**config.mk**
```make
export PLATFORM = sky130hd
export DESIGN_NAME = alu_req_sequencer
export DESIGN_NICKNAME = d
export VERILOG_FILES = /design/src/rtl/alu_req_sequencer.sv
export SDC_FILE = /design/constraint.sdc
export NUM_CORES = 1
export LEC_CHECK = 0
export CAP_MARGIN = 20
export CORE_UTILIZATION = 42
export DETAILED_ROUTE_END_ITERATION = 10
export GPL_TIMING_DRIVEN = 0
export MAX_ROUTING_LAYER = met4
export PLACE_DENSITY = 0.68
export SYNTH_ARGS = -nofsm -noshare
export SYNTH_HDL_FRONTEND = slang
export SYNTH_SLANG_ARGS = --single-unit
```
**constraint.sdc**
```tcl
create_clock -name clk -period 2.85 [get_ports clk]
set_input_delay 0.855 -clock clk [delete_from_list [all_inputs] [get_ports clk]]
set_output_delay 0.855 -clock clk [all_outputs]
set_load 0.01 [all_outputs]
```
**src/rtl/alu_req_sequencer.sv**
```systemverilog
`default_nettype none
// ============================================================================
// Module   : alu_req_sequencer
// Purpose  : Queues (op, A, B) requests and drives the serial-operand ALU
//            start/op/inbus protocol. Optional WAIT watchdog: ALU_SEQ_TIMEOUT_EN.
// Revision : 1.0
// ============================================================================
module alu_req_sequencer #(
  parameter int FIFO_DEPTH     = 2
`ifdef ALU_SEQ_TIMEOUT_EN
  ,
  parameter int TIMEOUT_CYCLES = 255
`endif
) (
  input  logic        clk,
  input  logic        rst,
  input  logic        req_valid,
  output logic        req_ready,
  input  logic [1:0]  req_op,
  input  logic [7:0]  req_a,
  input  logic [7:0]  req_b,
  output logic        alu_start,
  output logic [1:0]  alu_op,
  output logic [7:0]  alu_inbus,
  input  logic        alu_ready,
  input  logic        alu_final,
  input  logic [15:0] alu_outbus,
  output logic        res_valid,
  input  logic        res_ready,
  output logic [15:0] res_data,
  output logic [1:0]  res_op,
  output logic        res_err
);

  localparam int         PTR_W  = (FIFO_DEPTH > 1) ? $clog2(FIFO_DEPTH) : 1;
  localparam int         CNT_W  = $clog2(FIFO_DEPTH + 1);
  localparam logic [1:0] OP_DIV = 2'b11;

  typedef struct packed {
    logic [1:0] op;
    logic [7:0] a;
    logic [7:0] b;
  } entry_t;

  typedef enum logic [2:0] {
    S_IDLE   = 3'd0,
    S_LOAD_A = 3'd1,
    S_LOAD_B = 3'd2,
    S_WAIT   = 3'd3,
    S_OUT    = 3'd4
  } state_t;

  entry_t           mem_q [FIFO_DEPTH];
  entry_t           mem_d [FIFO_DEPTH];
  logic [PTR_W-1:0] wr_ptr_q, wr_ptr_d;
  logic [PTR_W-1:0] rd_ptr_q, rd_ptr_d;
  logic [CNT_W-1:0] count_q, count_d;
  logic             fifo_full, fifo_empty;
  logic             push, pop;
  entry_t           head;

  state_t           state_q, state_d;
  logic [1:0]       cur_op_q, cur_op_d;
  logic [7:0]       cur_b_q, cur_b_d;
  logic             alu_start_q, alu_start_d;
  logic [1:0]       alu_op_q, alu_op_d;
  logic [7:0]       alu_inbus_q, alu_inbus_d;
  logic             res_valid_q, res_valid_d;
  logic [15:0]      res_data_q, res_data_d;
  logic [1:0]       res_op_q, res_op_d;
  logic             res_err_q, res_err_d;
`ifdef ALU_SEQ_TIMEOUT_EN
  logic [7:0]       tmo_cnt_q, tmo_cnt_d;
`endif

  function automatic logic [PTR_W-1:0] ptr_inc(input logic [PTR_W-1:0] p);
    return (p == PTR_W'(FIFO_DEPTH - 1)) ? '0 : p + PTR_W'(1);
  endfunction

  // Ready comes from registered occupancy only, never from the pop decision.
  assign fifo_full  = (count_q == CNT_W'(FIFO_DEPTH));
  assign fifo_empty = (count_q == '0);
  assign req_ready  = !fifo_full;
  assign push       = req_valid && !fifo_full;
  assign head       = mem_q[rd_ptr_q];

  always_comb begin
    mem_d    = mem_q;
    wr_ptr_d = wr_ptr_q;
    rd_ptr_d = rd_ptr_q;
    if (push) begin
      mem_d[wr_ptr_q] = '{op: req_op, a: req_a, b: req_b};
      wr_ptr_d        = ptr_inc(wr_ptr_q);
    end
    if (pop) begin
      rd_ptr_d = ptr_inc(rd_ptr_q);
    end
    unique case ({push, pop})
      2'b10:   count_d = count_q + CNT_W'(1);
      2'b01:   count_d = count_q - CNT_W'(1);
      default: count_d = count_q;
    endcase
  end

  always_comb begin
    state_d     = state_q;
    pop         = 1'b0;
    cur_op_d    = cur_op_q;
    cur_b_d     = cur_b_q;
    alu_start_d = 1'b0;
    alu_op_d    = alu_op_q;
    alu_inbus_d = alu_inbus_q;
    res_valid_d = res_valid_q;
    res_data_d  = res_data_q;
    res_op_d    = res_op_q;
    res_err_d   = res_err_q;
`ifdef ALU_SEQ_TIMEOUT_EN
    tmo_cnt_d   = tmo_cnt_q;
`endif
    unique case (state_q)
      S_IDLE: begin
        if (!fifo_empty && alu_ready) begin
          pop      = 1'b1;
          cur_op_d = head.op;
          cur_b_d  = head.b;
          if (head.op == OP_DIV && head.b == 8'h00) begin
            // Divide-by-zero is answered locally; the ALU never sees it.
            state_d     = S_OUT;
            res_valid_d = 1'b1;
            res_data_d  = 16'hFFFF;
            res_op_d    = head.op;
            res_err_d   = 1'b1;
          end else begin
            state_d     = S_LOAD_A;
            alu_start_d = 1'b1;
            alu_op_d    = head.op;
            alu_inbus_d = head.a;
          end
        end
      end
      S_LOAD_A: begin
        state_d     = S_LOAD_B;
        alu_inbus_d = cur_b_q;
      end
      S_LOAD_B: begin
        state_d     = S_WAIT;
        alu_inbus_d = 8'h00;
`ifdef ALU_SEQ_TIMEOUT_EN
        tmo_cnt_d   = 8'h00;
`endif
      end
      S_WAIT: begin
        if (alu_final) begin
          state_d     = S_OUT;
          res_valid_d = 1'b1;
          res_data_d  = alu_outbus;
          res_op_d    = cur_op_q;
          res_err_d   = 1'b0;
        end
`ifdef ALU_SEQ_TIMEOUT_EN
        else if (tmo_cnt_q == 8'(TIMEOUT_CYCLES - 1)) begin
          state_d     = S_OUT;
          res_valid_d = 1'b1;
          res_data_d  = 16'h0000;
          res_op_d    = cur_op_q;
          res_err_d   = 1'b1;
        end else begin
          tmo_cnt_d = tmo_cnt_q + 8'd1;
        end
`endif
      end
      S_OUT: begin
        if (res_ready) begin
          state_d     = S_IDLE;
          res_valid_d = 1'b0;
        end
      end
      default: state_d = S_IDLE;
    endcase
  end

  always_ff @(posedge clk or posedge rst) begin
    if (rst) begin
      for (int i = 0; i < FIFO_DEPTH; i++) begin
        mem_q[i] <= '0;
      end
      wr_ptr_q    <= '0;
      rd_ptr_q    <= '0;
      count_q     <= '0;
      state_q     <= S_IDLE;
      cur_op_q    <= 2'b00;
      cur_b_q     <= 8'h00;
      alu_start_q <= 1'b0;
      alu_op_q    <= 2'b00;
      alu_inbus_q <= 8'h00;
      res_valid_q <= 1'b0;
      res_data_q  <= 16'h0000;
      res_op_q    <= 2'b00;
      res_err_q   <= 1'b0;
`ifdef ALU_SEQ_TIMEOUT_EN
      tmo_cnt_q   <= 8'h00;
`endif
    end else begin
      mem_q       <= mem_d;
      wr_ptr_q    <= wr_ptr_d;
      rd_ptr_q    <= rd_ptr_d;
      count_q     <= count_d;
      state_q     <= state_d;
      cur_op_q    <= cur_op_d;
      cur_b_q     <= cur_b_d;
      alu_start_q <= alu_start_d;
      alu_op_q    <= alu_op_d;
      alu_inbus_q <= alu_inbus_d;
      res_valid_q <= res_valid_d;
      res_data_q  <= res_data_d;
      res_op_q    <= res_op_d;
      res_err_q   <= res_err_d;
`ifdef ALU_SEQ_TIMEOUT_EN
      tmo_cnt_q   <= tmo_cnt_d;
`endif
    end
  end

  assign alu_start = alu_start_q;
  assign alu_op    = alu_op_q;
  assign alu_inbus = alu_inbus_q;
  assign res_valid = res_valid_q;
  assign res_data  = res_data_q;
  assign res_op    = res_op_q;
  assign res_err   = res_err_q;

endmodule
`default_nettype wire

```
=== After elaboration in Yosys (flattened, before gate mapping) ===
Index checks and enable logic that the tools add are counted.

* Output and inout port bits: 32
* Bits of input ports: 40
* Logic and storage cells: 98
* Register bits: 84

* $add $sub $neg: 4
* Muxes and demuxes: 37
* Order comparisons: 3
* Bitwise gates (word level): 3
* Eq/ne operators: 13
* Reductions and logical operators: 19

{| class="wikitable"
|+ Operator list
! cell !! count
|-
| $mux 18 || 4
|-
| $mux 16 || 3
|-
| $bwmux 36 || 1
|-
| $pmux 16 s2 || 1
|-
| $pmux 8 s3 || 1
|-
| $demux 18 s1 || 1
|-
| $mux 8 || 2
|-
| $pmux 3 s5 || 1
|-
| $mux 1 || 12
|-
| $mux 3 || 4
|-
| $ne 2x2->1 const B || 5
|-
| $reduce_and 3->1 || 3
|-
| $logic_not 8->1 || 1
|-
| $pmux 2 s2 || 2
|-
| $eq 2x2->1 const B || 3
|-
| $eq 3x2->1 const B || 2
|-
| $mux 2 || 3
|-
| $reduce_bool 3->1 || 2
|-
| $reduce_and 5->1 || 1
|-
| $ge 2x2->1 const B || 2
|-
| $logic_and 1x1->1 || 4
|-
| $not 1->2 || 2
|-
| $reduce_and 4->1 || 1
|-
| $reduce_bool 2->1 || 2
|-
| other kinds (14) || 16
|}

=== Depth between registers and ports, before layout ===
Gate-level depths: netlist (run 1).

* Depth in word-level cells: 9
* Mapped depth: 9
* Depth with buffers taken out: 7

=== Least setup slack after synthesis (run 1) ===
Ideal clock, no wire load.

* Kind: in2reg
* Start: input alu_ready
* End: register count_q[1]
* Cell stages on the path: 8
* Path buffers: 2
* Setup slack: 0.560 ns
* Setup time: 0.079 ns
* Data required time: 2.771 ns
* Arrival time: 2.211 ns
* Path through: o21ai_0 -> or4_1 -> buf_2 -> inv_2 -> clkbuf_8 -> ha_1 -> nor2_1 -> xor2_1

* Longest elaborated chain between the ends: 5
* Elaborated cells on any way between the ends: 7
* Those cells by class: eq/ne (2); mux (3); reduce/logical (2)

{| class="wikitable"
|+ RTL lines
! element !! line !! RTL
|-
| start: declaration || 25 || <nowiki>input logic alu_ready,</nowiki>
|-
| $logic_and 1x1->1 (*) || 122 || <nowiki>if (!fifo_empty && alu_ready) begin</nowiki>
|-
| $mux 1 (*) || 122 ||
|-
| $mux 1 (*) || 120 || <nowiki>unique case (state_q)</nowiki>
|-
| net pop || 59 || <nowiki>logic push, pop;</nowiki>
|-
| $eq 2x1->1 / $eq 2x2->1 (equally long branches) || 98 || <nowiki>unique case ({push, pop})</nowiki>
|-
| $pmux 2 s2 / $reduce_bool 2->1 (equally long branches) || n/a ||
|-
| end signal: assignment || 207 || <nowiki>count_q <= count_d;</nowiki>
|-
| end: declaration || 57 || <nowiki>logic [CNT_W-1:0] count_q, count_d;</nowiki>
|}

Mark *: on every way through the listed nets, which the timed path passes. The rest lies on a longest branch.
A chain may end at the register's enable or synchronous reset.

=== Final worst setup path (run 1) ===
Same ends and word-level chain as after synthesis.

==> summary.txt, run 1 <==
Outcome
  • Status: finished, final reports clean

Synthesis
  • Flip-flop and latch count after synthesis: 84
  • Syn Std Cell Area: 0.00362 sq mm
  • Post-synth EDFFs: 0
  • Warnings from Yosys: 0
  • Sequential fraction of the synthesis area: 0.581
  • Synthesized instance count: 303
  • Mapped Avg Cell Area: 11.9 sq um
  • Fraction of registers with async set or reset after synthesis: 1.00
  • Most common flop cell mapped by yosys: sky130_fd_sc_hd__dfrtp_1
  • Post-synth net total: 344
  • Yosys cell types: 40

Pwr
  • Leakage power: 2.08 nW
  • IR Drop Worst-Case VDD: 0.000468 V
  • Power density normalized to cell area: 1150 mW/mm^2

CTS
  • CTS tree: done
  • Hold bufs inserted after CTS: 0
  • Worst-skew pair later-pin latency: 350 ps
  • Number of instances resized during post-cts repair: 0
  • Clock transition at the registers of the reported paths: 80 ps
  • Post-CTS Repair Setup Buffers: 0
  • TritonCTS Buffers: 9
  • Clock H-tree levels: 3
  • Largest buffer count on any clock path: 2
  • CTS root buf: sky130_fd_sc_hd__clkbuf_8
  • Clock sinks: 84

Timing
  • Share of the clock period used by the worst path: 0.921
  • Setup violation total in the final timing report: 0
  • Slew Limit Headroom: 0.399
  • Final Hold Fails: 0
  • Slew of the pin with the lowest slew margin: 899 ps
  • Final slew viol count: 0
  • Max Fclk: 381 MHz
  • Crit path setup slack, layout: 225 ps
  • RSZ-0062 raised after global routing: no
  • Minimum clock period: 2620 ps
  • Setup skew after layout: 5.75 ps

Worst setup path
  • Arrival @ worst endpoint: 2900 ps
  • Crit Reg-Reg Startpoint: state_q[1]
  • Cell type of the slowest stage on the worst timing path: sky130_fd_sc_hd__clkdlybuf4s50_1
  • Worst reg-to-reg setup slack: 660 ps
  • Cell-by-cell trace of the critical path: clkdlybuf4s50_1 > o21ai_0 > or4_1 > buf_2 > inv_2 > clkbuf_8 > ha_1 > nor2_1 > xor2_1
  • Logic depth of the worst register-to-register path: 8
  • Setup Crit Path Kind: primary input to register
  • Crit path max fanout: 10
  • Critical path's largest stage delay: 450 ps
  • Category of the worst setup path launch point: primary input
  • R2R Path End: count_q[1]
  • Worst EP required: 3130 ps
  • Critical path endpoint category: register

Layout
  • Area of all placed cells without fillers: 0.00473 sq mm
  • Commonest non-fill, non-tap cells in the layout: sky130_fd_sc_hd__dfrtp_1, sky130_fd_sc_hd__clkdlybuf4s50_1, sky130_fd_sc_hd__nand2_1
  • Share of layout cells above drive strength 1: 0.189
  • Final net count: 427
  • Most frequent standard cell in the layout excluding fill and tap cells: sky130_fd_sc_hd__dfrtp_1
  • ANT cells: 0
  • Area added between synthesis and finish: 30.8%

Detailed routing
  • Via count: 2,537
  • Final WL: 7.50 mm
  • Wire length per cell: 15.1 microns
  • First-pass detailed-route iteration total: 4
  • Number of DRC violations after detailed routing: 0
  • First-iteration detailed-routing DRC count: 111
  • Number of nets with antenna violations after routing: 0
  • Vias per std cell: 5.11

Floorplanning
  • Initial core utilization: 0.438
  • Floorplan core area: 0.00826 sq mm
  • Die ar.: 0.00899 sq mm
  • Horizontal extent of the die: 94.8 microns
  • Total I/O pin count: 72
  • Floorplan row count: 33
  • Die H: 94.8 microns

Global route
  • Overall routing resource usage: 0.191
  • Global-route wire length before repair: 12.5 mm
  • Congestion Overflow GR: 0
  • Number of antenna violations at the first check in global routing: 0
  • Vias in the first global route: 2,549
  • Pin count of the biggest net entering global routing: 44

Place
  • Total half-perimeter wirelength after legalization and detailed placement: 5.30 mm
  • Post-placement cell area: 0.00449 sq mm
  • Count of port buffers added during placement: 71
  • Placement-stage worst setup slack: -129 ps
  • Placer's final routability congestion estimate: 0.888

Flow run
  • MaxCap Viol Count: 0

Worst hold path
  • Hold worst-path end: res_op[0]
  • Hold Path Depth: 2
  • Hold path startpoint: cur_op_q[0]
  • Worst hold path class: register to register
==> logic make-up (layout without fill, tap and decap cells) <==
logic type	Yosys count	in the layout	share of synthesized area
buf+inv	20	108	0.0353
xor+xnor	6	6	0.0145
fa+ha+maj	1	1	0.00346
mux	53	53	0.159
flops	84	84	0.581
simple gates	73	73	0.101
compound gates	66	66	0.106
==> flip-flops by register name, indices dropped and copies added (netlist names) <==
signal,flops
cur_op_q,2
res_op,2
alu_inbus,8
wr_ptr_q,1
state_q,3
alu_start,1
alu_op,2
mem_q,36
res_valid,1
res_data,16
cur_b_q,8
count_q,2
res_err,1
rd_ptr_q,1
==> final cells by class <==
cell class / instances / area, sq um
Buffer: 17 / 116
Clock buffer: 10 / 138
Clock inverter: 6 / 111
Fill cell: 719 / 3520
Inverter: 3 / 15.0
Multi-Input combinational cell: 199 / 1390
Sequential cell: 84 / 2100
Tap cell: 105 / 131
Timing Repair Buffer: 72 / 731
==> how the worst max path moves through the flow <==
stage	from	to	cells past startpoint	slack, ps
5_1_grt	alu_ready	count_q[1]	9	110
3_3_place_gp	alu_ready	count_q[1]	9	-110
4_1_cts	alu_ready	count_q[1]	9	230
3_5_place_dp	alu_ready	count_q[1]	9	-130
2_1_floorplan	alu_ready	count_q[1]	8	560
6_report	alu_ready	count_q[1]	9	230
==> cell usage after synthesis, types with 2 or more instances <==
cell type                   n  share of area
sky130_fd_sc_hd__a31oi_1   12          0.021
sky130_fd_sc_hd__inv_1      2         0.0021
sky130_fd_sc_hd__clkbuf_1   7         0.0073
sky130_fd_sc_hd__buf_2      4         0.0055
sky130_fd_sc_hd__o21a_1     8          0.017
sky130_fd_sc_hd__mux2i_1   17          0.047
sky130_fd_sc_hd__nor2_1     6         0.0062
sky130_fd_sc_hd__buf_6      3         0.0093
sky130_fd_sc_hd__nand2b_1   3         0.0052
sky130_fd_sc_hd__mux2_2    36           0.11
sky130_fd_sc_hd__nor4_1     3         0.0052
sky130_fd_sc_hd__a21oi_1   12          0.017
sky130_fd_sc_hd__o21ai_0   29          0.040
sky130_fd_sc_hd__nand2_1   47          0.049
sky130_fd_sc_hd__xor2_1     2         0.0048
sky130_fd_sc_hd__nor3_1     2         0.0028
sky130_fd_sc_hd__dfrtp_1   84           0.58
sky130_fd_sc_hd__xnor2_1    4         0.0097
==> through the flow <==
step | power [mW] | hold WS (ps) | std cells | setup TNS (ps) | util
2_1_floorplan | 3.58 | 439 | 303 | 0 | -
3_3_place_gp | 4.37 | 454 | 479 | -167 | 0.541
4_1_cts | 5.47 | 481 | 496 | 0 | 0.573
3_5_place_dp | 4.43 | 462 | 480 | -148 | 0.543
5_1_grt | 5.82 | 508 | 496 | 0 | 0.573
6_report | 5.42 | 483 | 496 | 0 | 0.573
==> metal layers <==
metal	part of all wire	up-vias	global-route usage
li1	-	1240	-
met1	0.47	1220	0.245
met2	0.47	66	0.300
met3	0.051	11	0.0314
met4	0.014	0	0.0846
met5	0	-	-
==> critical path, delay by kind of cell <==
kind | cells | cell delay, ps
AO/OA/AOI/OAI | 1 | 120
XOR/XNOR | 1 | 150
buffers and inverters | 4 | 950
adder cells (fa/ha/maj) | 1 | 260
AND/OR/NAND/NOR | 2 | 560
==> power by group <==
group,total (mW),internal (mW),switching (mW)
clock network,1.03,0.606,0.423
logic,2.26,1.23,1.03
registers,2.14,1.78,0.359
total,5.42,3.61,1.81
No activity file was read; power rests on OpenSTA's default activity.
==> inputs of run 2 (changes only) <==
--- a/config.mk
+++ b/config.mk
@@ -5,12 +5,13 @@
 export SDC_FILE = /design/constraint.sdc
 export NUM_CORES = 1
 export LEC_CHECK = 0
+export ABC_AREA = 1
 export CAP_MARGIN = 20
 export CORE_UTILIZATION = 42
 export DETAILED_ROUTE_END_ITERATION = 10
 export GPL_TIMING_DRIVEN = 0
 export MAX_ROUTING_LAYER = met4
-export PLACE_DENSITY = 0.68
+export PLACE_DENSITY = 0.65
 export SYNTH_ARGS = -nofsm -noshare
 export SYNTH_HDL_FRONTEND = slang
 export SYNTH_SLANG_ARGS = --single-unit
==> constraint.sdc (replaced) <==
create_clock -name clk -period 2.97 [get_ports clk]
set_input_delay 0.891 -clock clk [delete_from_list [all_inputs] [get_ports clk]]
set_output_delay 0.891 -clock clk [all_outputs]
set_load 0.01 [all_outputs]
==> run 2 against run 1 <==
Sequential share of layout area fell by 1.3 points. Via count rose by 23%. Hold slack got worse by 8.4 ps. Synthesized area rose by 4.9%. Flip-flop and latch count did not move. Non-clock buffer count rose by 4. Clock power fell by 23%. Die area rose by 4.8%. Largest cell class unchanged. Largest power group unchanged.
==> summary.txt, run 2 <==
Detailed routing
  • Via count: 3,112 (+23%)
  • Number of nets with antenna violations after routing: 0 (unchanged)
  • Wire length per cell: 13.2 microns (-13%)
  • Number of DRC violations after detailed routing: 0 (unchanged)
  • First-pass detailed-route iteration total: 5 (+1)
  • First-iteration detailed-routing DRC count: 121 (+9.0%)
  • Final WL: 8.58 mm (+14%)
  • Vias per std cell: 4.79 (-6.4%)

Synthesis
  • Dominant cells by area after synthesis: sky130_fd_sc_hd__dfrtp_1, sky130_fd_sc_hd__nand2_1, sky130_fd_sc_hd__o21ai_0
  • Flip-flop and latch count after synthesis: 84 (unchanged)
  • Synth top cells by count: sky130_fd_sc_hd__nand2_1, sky130_fd_sc_hd__dfrtp_1, sky130_fd_sc_hd__o21ai_0, sky130_fd_sc_hd__inv_1, sky130_fd_sc_hd__nand3_1
  • Largest family of logic cells by synthesized area: simple AND/OR/NAND/NOR gates
  • Post-synth net total: 494 (+44%)
  • Sequential fraction of the synthesis area: 0.554 (-0.0272)
  • Xor/xnor cell area share of the yosys netlist: 0.00692 (-0.00760)
  • Compound-Gate Fraction of Synth Area: 0.100 (-0.00595)
  • Synthesized instance count: 453 (+50%)
  • Most frequent cell after synthesis: sky130_fd_sc_hd__nand2_1
  • Share of the synthesized area in the top cell type: 0.554 (-0.0272)
  • Post-synth EDFFs: 0 (unchanged)
  • Most common flop cell mapped by yosys: sky130_fd_sc_hd__dfrtp_1
  • Warnings from Yosys: 0 (unchanged)
  • Yosys cell types: 29 (-28%)
  • Mapped Avg Cell Area: 8.38 sq um (-30%)
  • Fraction of registers with async set or reset after synthesis: 1.00 (unchanged)
  • Syn Std Cell Area: 0.00380 sq mm (+4.9%)
  • Post-synthesis share of cell area spent on and, or, nand and nor gates: 0.248 (+0.148)
  • Post-synthesis mux area share: 0.00593 (-0.153)
  • Dominant cell type by area after synthesis: sky130_fd_sc_hd__dfrtp_1
  • Adder-cell share of the synthesized area: 0.00329 (-0.000162)

Global route
  • Congestion Overflow GR: 0 (unchanged)
  • Global-route wire length before repair: 14.5 mm (+16%)
  • Overall routing resource usage: 0.199 (+0.00748)
  • Pin count of the biggest net entering global routing: 36 (-18%)
  • Number of antenna violations at the first check in global routing: 0 (unchanged)
  • Vias in the first global route: 3,039 (+19%)

CTS
  • CTS tree: done
  • Post-CTS Repair Setup Buffers: 0 (unchanged)
  • Clock sinks: 84 (unchanged)
  • Number of instances resized during post-cts repair: 0 (unchanged)
  • CTS root buf: sky130_fd_sc_hd__clkbuf_8
  • Clock transition at the registers of the reported paths: 80 ps (about the same)
  • TritonCTS Buffers: 9 (unchanged)
  • Hold bufs inserted after CTS: 0 (unchanged)
  • Clock H-tree levels: 3 (unchanged)
  • Worst-skew pair later-pin latency: 350 ps (about the same)
  • Largest buffer count on any clock path: 2 (unchanged)

Layout
  • Area of all placed cells without fillers: 0.00487 sq mm (+2.9%)
  • Area added between synthesis and finish: 28.3%
  • Most flop-heavy register: mem_q
  • Share of layout cells above drive strength 1: 0.114 (-0.0749)
  • Share of the core filled with cells in the final layout: 0.559 (-0.0147)
  • Flip-flop count of the largest register after layout: 36 (unchanged)
  • ANT cells: 0 (unchanged)
  • Most frequent standard cell in the layout excluding fill and tap cells: sky130_fd_sc_hd__nand2_1
  • Commonest non-fill, non-tap cells in the layout: sky130_fd_sc_hd__nand2_1, sky130_fd_sc_hd__dfrtp_1, sky130_fd_sc_hd__clkdlybuf4s50_1
  • Final net count: 578 (+35%)

Pwr
  • Psw: 2.15 mW (+19%)
  • Leakage power: 2.38 nW (+14%)
  • Combinational Power Share: 0.475 (+0.059)
  • Internal portion of total power: 3.17 mW (-12%)
  • Switching power as a share of total power: 0.405 (+0.0704)
  • IR Drop Worst-Case VDD: 0.000373 V (-20%)
  • Power density normalized to cell area: 1090 mW/mm^2 (-4.6%)
  • Share of total power in sequential cells: 0.376 (-0.018)
  • Clock group share of total power: 0.149 (-0.041)

Worst setup path
  • Category of the worst setup path launch point: primary input
  • Worst setup path endpoint: count_q[1]
  • R2R Path End: count_q[1]
  • Crit Reg-Reg Startpoint: state_q[2]
  • Worst EP required: 3210 ps (+80 ps)
  • Setup Crit Path Kind: primary input to register
  • Worst reg-to-reg setup slack: 860 ps (+200 ps)
  • Worst setup path startpoint: alu_ready
  • Critical path endpoint category: register
  • Logic depth of the worst register-to-register path: 8 (unchanged)
  • Arrival @ worst endpoint: 2880 ps (-20 ps)
  • Crit path max fanout: 10 (unchanged)

Flow run
  • MaxCap Viol Count: 0 (unchanged)

Timing
  • Max Fclk: 380 MHz
  • Final slew viol count: 0 (unchanged)
  • Setup violation total in the final timing report: 0 (unchanged)
  • Final Hold Fails: 0 (unchanged)
  • Slew Limit Headroom: 0.678 (+0.278)
  • Share of the clock period used by the worst path: 0.887
  • Slew of the pin with the lowest slew margin: 484 ps (-415 ps)
  • RSZ-0062 raised after global routing: no
  • Setup skew after layout: 6.38 ps (+0.634 ps)
  • Crit path setup slack, layout: 337 ps (+111 ps)
  • Minimum clock period: 2630 ps

Floorplanning
  • Total I/O pin count: 72 (unchanged)
  • Initial core utilization: 0.435 (-0.00290)
  • Floorplan row count: 34 (+3.0%)
  • Horizontal extent of the die: 97.1 microns (+2.4%)
  • Die ar.: 0.00943 sq mm (+4.8%)
  • Floorplan core area: 0.00872 sq mm (+5.6%)
  • Die H: 97.1 microns (+2.4%)

Outcome
  • Status: finished, final reports clean

Place
  • Placer's final routability congestion estimate: 0.809 (-8.9%)
  • Total half-perimeter wirelength after legalization and detailed placement: 6.14 mm (+16%)
  • Post-placement cell area: 0.00469 sq mm (+4.5%)
  • Placement-stage worst setup slack: -19.1 ps (+110 ps)
  • Count of port buffers added during placement: 71 (unchanged)

Worst hold path
  • Worst hold path class: register to register
run 2: cell count changes in the layout (fill, tap and decap cells not counted), moves of 4 or more:
cell                       delta
sky130_fd_sc_hd__inv_2        +5
sky130_fd_sc_hd__a31oi_1     -12
sky130_fd_sc_hd__nor2_1      +13
sky130_fd_sc_hd__clkbuf_1     +4
sky130_fd_sc_hd__mux2i_1     -17
sky130_fd_sc_hd__nand3_1     +29
sky130_fd_sc_hd__o21ai_0     +25
sky130_fd_sc_hd__mux2_2      -34
sky130_fd_sc_hd__nand2_1     +94
sky130_fd_sc_hd__or2_2       +16
sky130_fd_sc_hd__inv_1       +42
sky130_fd_sc_hd__o21a_1       -8
run 2: power groups by stage:
stage	logic, mW	clock network, mW	registers (mW)
2_1_floorplan	1.55	0	2.06
5_1_grt	2.86	0.864	2.07
3_5_place_dp	2.55	0	2.02
6_report	2.53	0.792	2.00
3_3_place_gp	2.50	0	2.00
4_1_cts	2.56	0.814	2.00
run 2: cells by family after synthesis:
| family | Yosys count |
|---|---|
| mux | 2 |
| simple gates | 219 |
| xor+xnor | 3 |
| fa+ha+maj | 1 |
| buf+inv | 70 |
| compound gates | 74 |
| flops | 84 |
run 2: worst min path at each step:
stage / startpoint / to / cells after the start
after floorplan: mem_q[0] / mem_q[0] / 2
after global placement: res_err / res_err / 2
after detailed placement: res_data[12] / res_data[12] / 2
after CTS: res_err / res_err / 2
after global routing: res_data[11] / res_data[11] / 2
final: res_data[12] / res_data[12] / 2
run 2: final cells by class:
type | instances | area (sq um)
timing repair buffer | 73 | 751
clock inverter | 4 | 50.0
multi-input combinational | 299 | 1390
fill | 859 | 3850
tap | 108 | 135
buffer | 20 | 123
inverter | 50 | 191
sequential | 84 | 2100
clock buffer | 12 | 135
run 2: worst max-delay path: stages:
cell,delay (ps)
sky130_fd_sc_hd__clkdlybuf4s50_1,450
sky130_fd_sc_hd__o21ai_0,140
sky130_fd_sc_hd__nor3_1,290
sky130_fd_sc_hd__clkbuf_1,380
sky130_fd_sc_hd__ha_1,330
sky130_fd_sc_hd__a21oi_1,120
sky130_fd_sc_hd__o21ai_0,130
sky130_fd_sc_hd__xnor2_1,140
run 2: metrics by stage:
stage | hold WS (ps) | setup TNS, ps | cells | total power [mW]
floorplan | 453 | 0 | 453 | 3.61
global placement | 453 | 0 | 632 | 4.50
detailed placement | 458 | -19.1 | 634 | 4.57
CTS | 478 | 0 | 650 | 5.38
global route | 499 | 0 | 650 | 5.79
finish | 475 | 0 | 650 | 5.32
run 2: layer usage:
layer / track usage / part of all wire / vias up
met5: - / 0 / -
met3: 0.0353 / 0.037 / 10
li1: - / - / 1591
met2: 0.308 / 0.48 / 64
met1: 0.263 / 0.47 / 1447
met4: 0.0723 / 0.014 / 0
